**config.mk**
```make
export PLATFORM = sky130hd
export DESIGN_NAME = rom_download_packer
export DESIGN_NICKNAME = d
export VERILOG_FILES = /design/src/rtl/n64_download_pkg.sv /design/src/rtl/download_fifo.sv /design/src/rtl/rom_download_packer.sv
export SDC_FILE = /design/constraint.sdc
export NUM_CORES = 1
export LEC_CHECK = 0
export BUFFER_PORTS_ARGS = -buffer_cell sky130_fd_sc_hd__buf_2
export CORE_ASPECT_RATIO = 1.2
export CORE_MARGIN = 1.5
export CORE_UTILIZATION = 54
export CTS_BUF_LIST = sky130_fd_sc_hd__clkbuf_16
export CTS_CLUSTER_DIAMETER = 80
export CTS_CLUSTER_SIZE = 10
export DETAILED_ROUTE_END_ITERATION = 7
export GPL_ROUTABILITY_DRIVEN = 0
export HOLD_SLACK_MARGIN = 0.12
export PLACE_DENSITY_LB_ADDON = 0.08
export SLEW_MARGIN = 20
export SYNTH_ARGS = -nofsm -noshare
export SYNTH_HDL_FRONTEND = slang
export SYNTH_HIERARCHICAL = 1
export SYNTH_SLANG_ARGS = --single-unit
```
**constraint.sdc**
```tcl
create_clock -name clk1x -period 18 [get_ports clk1x]
set_input_delay 4.5 -clock clk1x [delete_from_list [all_inputs] [get_ports clk1x]]
set_output_delay 4.5 -clock clk1x [all_outputs]
set_load 0.05 [all_outputs]
```
**src/rtl/n64_download_pkg.sv**
```systemverilog
// Shared types and helpers for the N64 cartridge download path: ROM byte-order
// formats, packer FSM states, header magic halfwords and the byte-swap packer.
package n64_download_pkg;

  typedef enum logic [1:0] {
    FmtZ64     = 2'd0,
    FmtV64     = 2'd1,
    FmtN64     = 2'd2,
    FmtUnknown = 2'd3
  } rom_format_e;

  typedef enum logic [2:0] {
    StIdle,
    StDetect,
    StStream,
    StFlush,
    StDone
  } dl_state_e;

  localparam logic [15:0] MagicZ64 = 16'h3780;
  localparam logic [15:0] MagicV64 = 16'h8037;
  localparam logic [15:0] MagicN64 = 16'h1240;

  function automatic rom_format_e classify(input logic [15:0] hw);
    if (hw == MagicZ64)      return FmtZ64;
    else if (hw == MagicV64) return FmtV64;
    else if (hw == MagicN64) return FmtN64;
    else                     return FmtUnknown;
  endfunction

  // File bytes f0..f3 reordered so that bit [7:0] of the result is ROM byte 0.
  function automatic logic [31:0] pack_word(input rom_format_e fmt, input logic [15:0] h0,
                                            input logic [15:0] h1);
    logic [7:0] f0, f1, f2, f3;
    f0 = h0[7:0];
    f1 = h0[15:8];
    f2 = h1[7:0];
    f3 = h1[15:8];
    case (fmt)
      FmtV64:  return {f2, f3, f0, f1};
      FmtN64:  return {f0, f1, f2, f3};
      default: return {f3, f2, f1, f0};
    endcase
  endfunction

endpackage

```
**src/rtl/download_fifo.sv**
```systemverilog
// Synchronous FIFO with combinational head read and occupancy count.
module download_fifo #(
  parameter int unsigned Width = 59,
  parameter int unsigned Depth = 4
) (
  input  logic                   clk_i,
  input  logic                   rst_ni,
  input  logic                   push_i,
  input  logic [Width-1:0]       wdata_i,
  input  logic                   pop_i,
  output logic [Width-1:0]       rdata_o,
  output logic                   empty_o,
  output logic                   full_o,
  output logic [$clog2(Depth):0] count_o
);

  localparam int unsigned PtrW = $clog2(Depth);
  localparam logic [PtrW:0] CountFull = (PtrW + 1)'(Depth);

  logic [Width-1:0] mem_q [Depth];
  logic [PtrW-1:0]  wr_ptr_q, wr_ptr_d, rd_ptr_q, rd_ptr_d;
  logic [PtrW:0]    count_q, count_d;
  logic             push_ok, pop_ok;

  assign empty_o = (count_q == '0);
  assign full_o  = (count_q == CountFull);
  assign rdata_o = mem_q[rd_ptr_q];
  assign count_o = count_q;

  always_comb begin
    push_ok  = push_i && !full_o;
    pop_ok   = pop_i && !empty_o;
    wr_ptr_d = wr_ptr_q + PtrW'(push_ok);
    rd_ptr_d = rd_ptr_q + PtrW'(pop_ok);
    count_d  = count_q + (PtrW + 1)'(push_ok) - (PtrW + 1)'(pop_ok);
  end

  always_ff @(posedge clk_i or negedge rst_ni) begin
    if (!rst_ni) begin
      wr_ptr_q <= '0;
      rd_ptr_q <= '0;
      count_q  <= '0;
    end else begin
      wr_ptr_q <= wr_ptr_d;
      rd_ptr_q <= rd_ptr_d;
      count_q  <= count_d;
    end
  end

  always_ff @(posedge clk_i) begin
    if (push_ok) mem_q[wr_ptr_q] <= wdata_i;
  end

endmodule

```
**src/rtl/rom_download_packer.sv**
```systemverilog
// Packs a halfword cartridge download stream into byte-order-corrected 32-bit
// SDRAM write requests, with back-pressure and a single outstanding request.
module rom_download_packer
  import n64_download_pkg::*;
#(
  parameter int unsigned CART_START = 1048576,
  parameter int unsigned FIFO_DEPTH = 4
) (
  input  logic        clk1x,
  input  logic        reset_n,
  input  logic        dl_active,
  input  logic [26:0] dl_addr,
  input  logic [15:0] dl_data,
  input  logic        dl_wr,
  output logic        dl_wait,
  output logic        mem_req,
  output logic [26:0] mem_addr,
  output logic [31:0] mem_data,
  input  logic        mem_ready,
  output logic [1:0]  rom_format,
  output logic [26:0] rom_size,
  output logic        load_done,
  output logic        overflow
);

  localparam int unsigned CntW = $clog2(FIFO_DEPTH) + 1;
  localparam logic [CntW:0] OccFull = (CntW + 1)'(FIFO_DEPTH);
  localparam logic [CntW:0] OccWait = (CntW + 1)'(FIFO_DEPTH - 1);
  localparam logic [26:0]   CartBase = 27'(CART_START);

  dl_state_e   state_q, state_d;
  rom_format_e fmt_q, fmt_d;
  logic        dl_active_q, start_pend_q, start_pend_d;
  logic [26:0] size_q, size_d;
  logic        ovf_q, ovf_d;
  logic [15:0] h0_q, h0_d;
  logic        h0_vld_q, h0_vld_d;
  logic [24:0] h0_waddr_q, h0_waddr_d;
  logic        push_q, push_d;
  logic [26:0] push_addr_q, push_addr_d;
  logic [31:0] push_data_q, push_data_d;
  logic        out_q, out_d, req_q, req_d, wait_q, wait_d;
  logic [26:0] maddr_q, maddr_d;
  logic [31:0] mdata_q, mdata_d;

  logic [58:0]     fifo_rdata;
  logic            fifo_empty, fifo_full, pop;
  logic [CntW-1:0] fifo_count;
  logic [CntW:0]   occ;
  logic            rise, window, full_eff, wr_ok;
  logic [26:0]     next_end;

  download_fifo #(
    .Width (59),
    .Depth (FIFO_DEPTH)
  ) u_fifo (
    .clk_i   (clk1x),
    .rst_ni  (reset_n),
    .push_i  (push_q),
    .wdata_i ({push_addr_q, push_data_q}),
    .pop_i   (pop),
    .rdata_o (fifo_rdata),
    .empty_o (fifo_empty),
    .full_o  (fifo_full),
    .count_o (fifo_count)
  );

  always_comb begin
    state_d      = state_q;
    fmt_d        = fmt_q;
    start_pend_d = start_pend_q;
    size_d       = size_q;
    ovf_d        = ovf_q;
    h0_d         = h0_q;
    h0_vld_d     = h0_vld_q;
    h0_waddr_d   = h0_waddr_q;
    push_d       = 1'b0;
    push_addr_d  = push_addr_q;
    push_data_d  = push_data_q;
    out_d        = out_q;
    req_d        = 1'b0;
    maddr_d      = maddr_q;
    mdata_d      = mdata_q;

    // A word registered for push still counts against capacity.
    occ      = (CntW + 1)'(fifo_count) + (CntW + 1)'(push_q);
    rise     = dl_active && !dl_active_q;
    window   = (state_q == StDetect) || (state_q == StStream);
    full_eff = (occ >= OccFull);
    wr_ok    = dl_wr && window && !full_eff;
    next_end = dl_addr + 27'd2;
    wait_d   = (occ >= OccWait) || (state_q == StFlush) || (state_q == StDone);

    if (dl_wr && window && full_eff) ovf_d = 1'b1;

    if (wr_ok) begin
      if (dl_addr == '0) fmt_d = classify(dl_data);
      if (next_end > size_q) size_d = next_end;
      if (!dl_addr[1]) begin
        h0_d       = dl_data;
        h0_vld_d   = 1'b1;
        h0_waddr_d = dl_addr[26:2];
      end else begin
        push_d      = 1'b1;
        push_data_d = pack_word(fmt_q, h0_q, dl_data);
        push_addr_d = CartBase + {dl_addr[26:2], 2'b00};
        h0_vld_d    = 1'b0;
      end
    end

    // Odd tail: the lone h0 goes out with a zero upper halfword.
    if (state_q == StFlush && h0_vld_q && !full_eff) begin
      push_d      = 1'b1;
      push_data_d = pack_word(fmt_q, h0_q, 16'h0000);
      push_addr_d = CartBase + {h0_waddr_q, 2'b00};
      h0_vld_d    = 1'b0;
    end

    pop = mem_ready && out_q;
    if (pop) out_d = 1'b0;
    if (!out_q && !fifo_empty) begin
      req_d   = 1'b1;
      out_d   = 1'b1;
      maddr_d = fifo_rdata[58:32];
      mdata_d = fifo_rdata[31:0];
    end

    if (rise && (state_q == StFlush || state_q == StDone)) start_pend_d = 1'b1;

    unique case (state_q)
      StIdle: begin
        if (rise || start_pend_q) begin
          state_d      = StDetect;
          start_pend_d = 1'b0;
          size_d       = '0;
          ovf_d        = 1'b0;
          h0_d         = '0;
          h0_vld_d     = 1'b0;
          fmt_d        = FmtZ64;
        end
      end
      StDetect: begin
        if (!dl_active)  state_d = StFlush;
        else if (wr_ok)  state_d = StStream;
      end
      StStream: if (!dl_active) state_d = StFlush;
      StFlush: begin
        if (fifo_empty && !out_q && !push_q && !h0_vld_q) state_d = StDone;
      end
      StDone:  state_d = StIdle;
      default: state_d = StIdle;
    endcase
  end

  always_ff @(posedge clk1x or negedge reset_n) begin
    if (!reset_n) begin
      state_q      <= StIdle;
      fmt_q        <= FmtZ64;
      dl_active_q  <= 1'b0;
      start_pend_q <= 1'b0;
      size_q       <= '0;
      ovf_q        <= 1'b0;
      h0_q         <= '0;
      h0_vld_q     <= 1'b0;
      h0_waddr_q   <= '0;
      push_q       <= 1'b0;
      push_addr_q  <= '0;
      push_data_q  <= '0;
      out_q        <= 1'b0;
      req_q        <= 1'b0;
      maddr_q      <= '0;
      mdata_q      <= '0;
      wait_q       <= 1'b0;
    end else begin
      state_q      <= state_d;
      fmt_q        <= fmt_d;
      dl_active_q  <= dl_active;
      start_pend_q <= start_pend_d;
      size_q       <= size_d;
      ovf_q        <= ovf_d;
      h0_q         <= h0_d;
      h0_vld_q     <= h0_vld_d;
      h0_waddr_q   <= h0_waddr_d;
      push_q       <= push_d;
      push_addr_q  <= push_addr_d;
      push_data_q  <= push_data_d;
      out_q        <= out_d;
      req_q        <= req_d;
      maddr_q      <= maddr_d;
      mdata_q      <= mdata_d;
      wait_q       <= wait_d;
    end
  end

  assign dl_wait    = wait_q;
  assign mem_req    = req_q;
  assign mem_addr   = maddr_q;
  assign mem_data   = mdata_q;
  assign rom_format = fmt_q;
  assign rom_size   = size_q;
  assign load_done  = (state_q == StDone);
  assign overflow   = ovf_q;

endmodule

```
; ---- After elaboration in Yosys (flattened, before gate mapping)
; Memory sizes are Yosys's and may differ from the RTL's. A register that Yosys moved wholly into a read port is not among the register bits.
; Index checks and enable logic that the tools add are counted.
[word_totals]
ram_bits = 236
n_memories = 1
rom_bits = 0
reg_bits = 147
latchBits = 0
wordCells = 129
[memory_table]
columns = memory, depth, width, read_ports, rd_ports_with_merged_regs, wr, line
row1 = u_fifo.mem_q, 4, 59, 1, 1, 1, download_fifo.sv:20  ; logic [Width-1:0] mem_q [Depth];
[op_classes]
n_div = 0
muxes = 48
order_cmp = 3
eq_ne = 14
n_addsub = 8
bitwise = 1
n_reduce_logical = 36
n_shift = 0
n_mul = 0
[op_table]
columns = op, n
row1 = 27-bit 2-to-1 mux, 7
row2 = 32-bit case mux with 2 select lines, 2
row3 = 32-bit 2-to-1 mux, 3
row4 = 16-bit 2-to-1 mux, 4
row5 = 21-bit by 27-bit adder with 27-bit output (first input constant), 2
row6 = 27-bit by 2-bit adder with 27-bit output (second input constant), 1
row7 = 27-bit > comparator, 1
row8 = 27-bit logical NOT, 1
row9 = 1-bit 2-to-1 mux, 20
row10 = 16-bit by 13-bit equality test with 1-bit output (second input constant), 1
row11 = 16-bit by 14-bit equality test with 1-bit output (second input constant), 1
row12 = 16-bit equality test (second input constant), 1
row13 = 3-bit 2-to-1 mux, 5
row14 = 1-bit logical AND, 14
row15 = 2-bit 2-to-1 mux, 6
row16 = 3-bit case mux with 4 select lines, 1
row17 = 1-bit logical NOT, 8
row18 = 3-bit by 2-bit equality test with 1-bit output (second input constant), 2
row19 = 3-bit equality test (second input constant), 2
row20 = 3-bit logical NOT, 2
row21 = 2-bit nonzero test, 3
row22 = 1-bit logical OR, 5
row23 = 2-bit by 1-bit adder with 2-bit output, 2
row24 = 3-bit by 1-bit adder with 4-bit output, 1
row25 = 13 further kinds, 15

; ---- Logic depth before layout (Yosys ltp)
; Gate-level depths: netlist of run 1.
[depth]
ltp_word = 8
depth_mapped = 14
mapped_depth_nobuf = 13

; ---- Modules after synthesis
; Netlist of run 1, hierarchy kept.
[modules_own_cells]
columns = mod, cells_each, seq_area_each_um2, n_inst, area_per_inst_um2
row1 = rom_download_packer, 1006, 4929.7, 1, 9913.3
row2 = download_fifo, 340, 7262.0, 1, 8971.1

; ---- Worst setup path after synthesis of run 1
; OpenSTA, ideal clock, no wires.
[synth_path]
path_kind = register -> register
from = register u_fifo.count_q[2], in the netlist u_fifo/count_o[2]
to = memory u_fifo.mem_q[0][0] (enable)
t_arrival_ns = 6.725
period_less_slack_ns = 7.368
setup_time_ns = 0.642
setup_slack_ns = 10.632
stages_incl_launch_ff = 3
required_ns = 17.358
path_buffers = 0
path_cell_list = dfrtp_1 -> nor3b_2 -> nor4b_1
[synth_between]
elab_chain_cells = 5
[synth_lines]
columns = element, line
row1 = from (decl), download_fifo.sv:22  ; logic [PtrW:0] count_q, count_d;
row2 = from (signal assigned), download_fifo.sv:46  ; count_q <= count_d;
row3 = 3-bit equality test, download_fifo.sv:26  ; assign full_o = (count_q == CountFull);
row4 = named net fifo_full, rom_download_packer.sv:47  ; logic fifo_empty, fifo_full, pop;
row5 = 1-bit logical NOT, download_fifo.sv:31  ; push_ok = push_i && !full_o;
row6 = 1-bit logical AND, download_fifo.sv:31
row7 = 1-bit 2-to-1 mux, download_fifo.sv:51  ; if (push_ok) mem_q[wr_ptr_q] <= wdata_i;
row8 = 1-bit 2-to-1 mux (not written as such), download_fifo.sv:51
row9 = to (decl), download_fifo.sv:20
; The timed path passes the listed nets, and every way through them passes these cells.

; ---- Worst setup path after layout of run 1
[layout_path]
from = input dl_addr[1]
to = register size_q[8], in the netlist rom_size[8]
[layout_between]
elab_chain_cells = 6
[layout_lines]
columns = element, line
row1 = from (decl), rom_download_packer.sv:12  ; input logic [26:0] dl_addr,
row2 = 27-bit by 2-bit adder with 27-bit output *, rom_download_packer.sv:91  ; next_end = dl_addr + 27'd2;
row3 = 27-bit > comparator, rom_download_packer.sv:98  ; if (next_end > size_q) size_d = next_end;
row4 = 27-bit 2-to-1 mux *, rom_download_packer.sv:98
row5 = 27-bit 2-to-1 mux *, rom_download_packer.sv:96  ; if (wr_ok) begin
row6 = 27-bit 2-to-1 mux, rom_download_packer.sv:132  ; if (rise || start_pend_q) begin
row7 = 27-bit 2-to-1 mux *, rom_download_packer.sv:130  ; unique case (state_q)
row8 = named net size_d[8], rom_download_packer.sv:34  ; logic [26:0] size_q, size_d;
row9 = to (signal assigned), rom_download_packer.sv:179  ; size_q <= size_d;
row10 = to (decl), rom_download_packer.sv:34
; The timed path passes the listed nets; every way through them passes the cells marked *.
; A chain may end at the register's enable or synchronous reset.

==> impl_metrics.tcl, run 1 <==
set metrics [dict create \
    outcome "complete, no violations" \
    grt_setup_unrepaired "false" \
    setup_viol 0 \
    grt_max_degree 98 \
    fin_ws_ns 10.19 \
    avgSynthCellArea_um2 14.03 \
    synth-main-ff-cell "edfxtp_1" \
    met1_usage 0.3204 \
    path_max_fanout 26 \
    overflow 0 \
    vdd_drop_max_uv 111.7 \
    final-instance-count-excl-fill 1979 \
    arrival_ns 8.27 \
    synth-edff-count 236 \
    ys_types 63 \
    ys_async_sr_fraction 0.4636 \
    numCtsBuffers 49 \
    max_freq_mhz 128.0 \
    top_usage_layer "met2" \
    post-cts-setup-buffers 0 \
    p_per_area_nw_per_um2 191.4 \
    grt_pass1_wl_um 67320 \
    ys_warn_count 6 \
    min_path_type "flip-flop to flip-flop" \
    drive_gt1_frac 0.2293 \
    viasPerCell 5.751 \
    yosysSeqAreaShare 0.6456 \
    drv_slew 0 \
    maxCapViolations 0 \
    period_share 0.4341 \
    setup.worst_path.end_class "flip-flop" \
    cts_buffer_depth 3 \
    met2_usage 0.4094 \
    clock-root-buffer "clkbuf_16" \
    portBuffers 139 \
    tightest_slew_ns 0.9672 \
    place_inst 1888 \
    nets 1567 \
    pre_cts_ws_ns 9.650 \
    finalCriticalPeriod_ns 7.814 \
    routed_wl_um 41530 \
    via_count 11380 \
    area_delta_synth_final_pct 13.18 \
    tns_ns 0 \
    skew_ns 0.02465 \
    grt_pass1_vias 11900 \
    start_util 0.5512 \
    io_pins 140 \
    power_mw 4.091 \
    p_leak_nw 8.529 \
    cts.repair.resized 0 \
    ant_nets 0 \
    critPathRequiredTime_ns 18.46 \
    die_h_um 207.9 \
    cts_hold_buf 0 \
    relSlewSlack 0.3538 \
    cts_sinks 440 \
    startpoint_type "input pin" \
    routedWlPerCell_um 20.99 \
    path_clk_slew_ns 0.06 \
    drt-initial-drc-count 841 \
    grtUsageTotal 0.2403 \
    antenna_found_initial 1 \
    dieArea_um2 36110 \
    worstSetupPathType "input pin to flip-flop" \
    drt-pass1-iter-count 5 \
    postSynthCellCount 1346 \
    drc 0 \
    final_hold_viol_count 0 \
    hpwl_um 25620 \
    use_met3 0.03663 \
    fin_util 0.6239 \
    die_x_um 173.7 \
    syn-cell-area_um2 18880 \
    htree_levels 2 \
    cts_tree "built" \
    num_rows 74 \
    ys_ff_latch 440 \
    core-area_um2 34260 \
    clock_latency_ns 0.57 \
]
[area by class of cell]
type | count | area, um^2
Multi-Input combinational cell | 800 | 6212
Antenna cell | 1 | 2.502
Clock inverter | 40 | 181.4
Inverter | 38 | 142.6
Clock buffer | 50 | 1251
Sequential cell | 440 | 12200
Timing Repair Buffer | 154 | 817.0
Fill cell | 2672 | 12880
Tap cell | 456 | 570.5
[final timing paths]
path / from / end / slack [ns] / cells after the start
worst max-delay path: dl_addr[1] / rom_size[8]$_DFF_PN0_ / 10.19 / 13
worst min-delay path: h0_waddr_q[7]$_DFFE_PN0P_ / h0_waddr_q[7]$_DFFE_PN0P_ / 0.47 / 2
worst max register to register: push_q$_DFF_PN0_ / push_addr_q[26]$_DFFE_PN0P_ / 14.61 / 11
worst min register to register: h0_waddr_q[7]$_DFFE_PN0P_ / h0_waddr_q[7]$_DFFE_PN0P_ / 0.47 / 2
max in group asynchronous: reset_n / push_addr_q[13]$_DFFE_PN0P_ / 12.58 / 2
min in group asynchronous: reset_n / mem_data[7]$_DFFE_PN0P_ / 4.04 / 1
[through the flow]
stage / hold WS [ns] / cell area (um^2)
2_1_floorplan: 0.4454 / 18910
3_3_place_gp: 0.4568 / 19930
3_5_place_dp: 0.4623 / 19930
4_1_cts: 0.4761 / 21370
5_1_grt: 0.4930 / 21370
6_report: 0.4728 / 21370
[report_power, final]
part | total [mW] | leakage, nW | internal (mW) | switching, mW
Clock | 0.877 | 0.835 | 0.499 | 0.378
Combinational | 1.56 | 3.06 | 0.545 | 1.01
Sequential | 1.66 | 4.64 | 1.43 | 0.226
[state kept, by name (all words and copies together) (netlist names), 2 cells and up]
| register | flops |
|---|---|
| mem_addr | 27 |
| rom_size | 27 |
| u_fifo/mem_q | 236 |
| u_fifo/rd_ptr_q | 2 |
| u_fifo/wr_ptr_q | 2 |
| push_data_q | 32 |
| u_fifo/count_o | 3 |
| h0_waddr_q | 25 |
| mem_data | 32 |
| h0_q | 16 |
| state_q | 3 |
| push_addr_q | 25 |
| rom_format | 2 |
[cells in the mapped netlist, drive strengths merged (27+ instances only)]
cell	n	area share
nand2	205	0.041
xnor2	29	0.013
o21ai	99	0.026
buf	27	0.013
mux4	60	0.072
inv	38	0.0076
a21oi	53	0.014
clkbuf	48	0.0096
mux2	63	0.038
dfrtp	204	0.27
edfxtp	236	0.38
ha	35	0.023
[cells in the final DEF (no fill, tap or decap), types with 50 or more instances in the layout]
cell | Yosys | final
edfxtp_1 | 236 | 236
nand2_1 | 204 | 204
dfrtp_1 | 204 | 202
buf_2 | 18 | 138
o21ai_0 | 97 | 97
inv_1 | 38 | 76
mux2_2 | 62 | 62
mux4_2 | 59 | 59
a21oi_1 | 53 | 53
clkbuf_16 | 0 | 50
[kinds of logic after synthesis]
group	share of synthesized area
DFF	0.6456
xor gates and xnor gates	0.01716
adders and majority gates	0.02425
AOI/OAI and AO/OA	0.07421
other	0.0001986
buffers and inverters	0.03008
muxes	0.1210
and+or+nand+nor	0.08753
[worst max-delay path, cell delays in order]
cell and delay [ns]:
buf_2 0.20, ha_1 0.21, nand3_1 0.12, nor2_1 0.60, nand3_1 0.20, xnor2_1 0.19, ha_1 0.32, nand4_1 0.23
nor4_1 0.47, inv_1 0.11, o211ai_1 0.26, nand2_2 0.43, a211oi_1 0.42
[metal layers]
metal | up-vias | part of all wire
met4 | 0 | 0.025
met5 | - | 0
li1 | 5271 | -
met3 | 65 | 0.053
met2 | 344 | 0.50
met1 | 5702 | 0.42
No activity file was read; power rests on OpenSTA's default activity.
==> run 2, diff against run 1 <==
clock period = 6.45 ns   (was 18 ns; I/O delays follow)
==> run 2 against run 1 <==
  * Sequential share of layout area barely moved
  * Register-to-register slack worse by 12 ns
  * Clock-buffer cell count fell by 1
  * Critical path type unchanged
  * Critical endpoint is now rom_size[10]$_DFF_PN0_
  * Largest cell class unchanged
==> impl_metrics.tcl, run 2 (synthesized netlist as in run 1, its figures left out) <==
set metrics [dict create \
    outcome "complete, no violations" \
    cts.repair.resized 0 \
    fin_util 0.6241 \
    drt-pass1-iter-count 5 \
    ant_nets 0 \
    largest_register_ffs 236 \
    arrival_ns 5.53 \
    io_pins 140 \
    path_max_fanout 25 \
    overflow 0 \
    path_clk_slew_ns 0.06 \
    core-area_um2 34260 \
    whs_ns 0.4627 \
    nets 1570 \
    maxCapViolations 0 \
    met2_usage 0.3943 \
    layout_commonest_cell "edfxtp_1" \
    hpwl_um 25630 \
    die_h_um 207.9 \
    skew_ns 0.01489 \
    worstSetupPathType "input pin to flip-flop" \
    crit_path_start "dl_addr[1]" \
    numCtsBuffers 49 \
    dieArea_um2 36110 \
    met1_usage 0.3188 \
    cts_buffer_depth 3 \
    tightest_slew_ns 0.9841 \
    grt_setup_unrepaired "false" \
    min_path_type "flip-flop to flip-flop" \
    antenna_found_initial 0 \
    critPathRequiredTime_ns 6.89 \
    startpoint_type "input pin" \
    r2r-start "push_q$_DFF_PN0_" \
    grt_max_degree 88 \
    portBuffers 139 \
    via_count 11440 \
    post-cts-setup-buffers 0 \
    clock-root-buffer "clkbuf_16" \
    p_comb_frac 0.384 \
    p_per_area_nw_per_um2 533.9 \
    die_x_um 173.7 \
    setup.worst_path.end_class "flip-flop" \
    cts_hold_buf 0 \
    setup_viol 0 \
    htree_levels 2 \
    grt_pass1_wl_um 65960 \
    rrSetupSlack_ns 3.10 \
    viasPerCell 5.773 \
    cts_sinks 440 \
    start_util 0.5512 \
    drc 0 \
    num_rows 74 \
    area_delta_synth_final_pct 13.22 \
    final_cell_mix "edfxtp_1, nand2_1, dfrtp_1" \
    final_area_um2 21380 \
    diodes 0 \
    internal-power_mw 6.901 \
    drv_slew 0 \
    grtUsageTotal 0.2367 \
    p_leak_nw 8.540 \
    vdd_drop_max_uv 301.9 \
    worstHoldStart "u_fifo/rd_ptr_q[1]$_DFF_PN0_" \
    final_hold_viol_count 0 \
    top_usage_layer "met2" \
    clkPwrFrac 0.213 \
    routedWlPerCell_um 21.03 \
    period_share 0.7894 \
    grt_pass1_vias 11560 \
    use_met3 0.03846 \
    seqPwrFrac 0.403 \
    max_freq_mhz 196.4 \
    finalCriticalPeriod_ns 5.092 \
    cts_tree "built" \
    place_area_um2 19970 \
    routed_wl_um 41670 \
    swShare 0.3954 \
    drive_gt1_frac 0.2300 \
    clock_latency_ns 0.56 \
    relSlewSlack 0.3439 \
    p_switching_mw 4.514 \
    largest-register "u_fifo/mem_q" \
    drt-initial-drc-count 785 \
    tns_ns 0 \
]
[run 2: changes by cell type in the layout (fill, tap and decap cells not counted)]
cell       before  now
nor4b_2         1    0
clkbuf_16      50   49
nor2b_1        19   20
diode_2         1    0
buf_4          15   18
nor2b_2         1    0
nor4b_4         0    1
clkinv_16       1    0
clkinv_8        0    2
inv_1          76   77
[run 2: final timing paths]
check / end / cells past startpoint
setup reg to reg: push_addr_q[26]$_DFFE_PN0P_ / 10
max in group asynchronous: h0_q[7]$_DFF_PN0_ / 2
hold / removal: u_fifo/rd_ptr_q[1]$_DFF_PN0_ / 1
setup / recovery: rom_size[10]$_DFF_PN0_ / 13
min in group asynchronous: mem_data[0]$_DFFE_PN0P_ / 1
hold reg to reg: u_fifo/rd_ptr_q[1]$_DFF_PN0_ / 1
[run 2: worst max-delay path: stages]
cell and delay, ns:
buf_2 0.20, ha_1 0.23, nand3_1 0.12, nor2_1 0.66
nand4_1 0.20, xnor2_1 0.25, ha_1 0.30, nand4_1 0.11
a211oi_1 0.07, a2111oi_1 0.52, o211a_1 0.83, o21ai_0 0.23
o211a_1 0.18
[run 2: area by class of cell]
type,instances,area (um^2)
clock buffer,49,1226
clock inverter,42,187.7
fill,2661,12880
inverter,38,142.6
multi-input combinational,800,6218
sequential,440,12200
tap,456,570.5
timing repair buffer,157,839.6
[run 2: through the flow]
step           cells  power (mW)  worst slack [ns]
6_report        1982       11.42             1.358
5_1_grt         1982       12.10             1.115
4_1_cts         1982       11.54             1.518
3_5_place_dp    1891       9.075            0.9635
3_3_place_gp    1891       8.972             1.096
2_1_floorplan   1353       7.926           -0.5076
[run 2: power groups by stage]
| stage | Sequential, mW | Combinational [mW] | Clock, mW |
|---|---|---|---|
| floorplan | 5.46 | 2.46 | 0 |
| global placement | 4.61 | 4.36 | 0 |
| detailed placement | 4.66 | 4.42 | 0 |
| CTS | 4.61 | 4.44 | 2.49 |
| global route | 4.72 | 4.77 | 2.61 |
| finish | 4.60 | 4.38 | 2.43 |
[run 2: layer usage]
metal  routed length [um]  share of wire
met4                 1222          0.029
met5                    0              0
met2                20690           0.50
met1                17100           0.41
met3                 2663          0.064
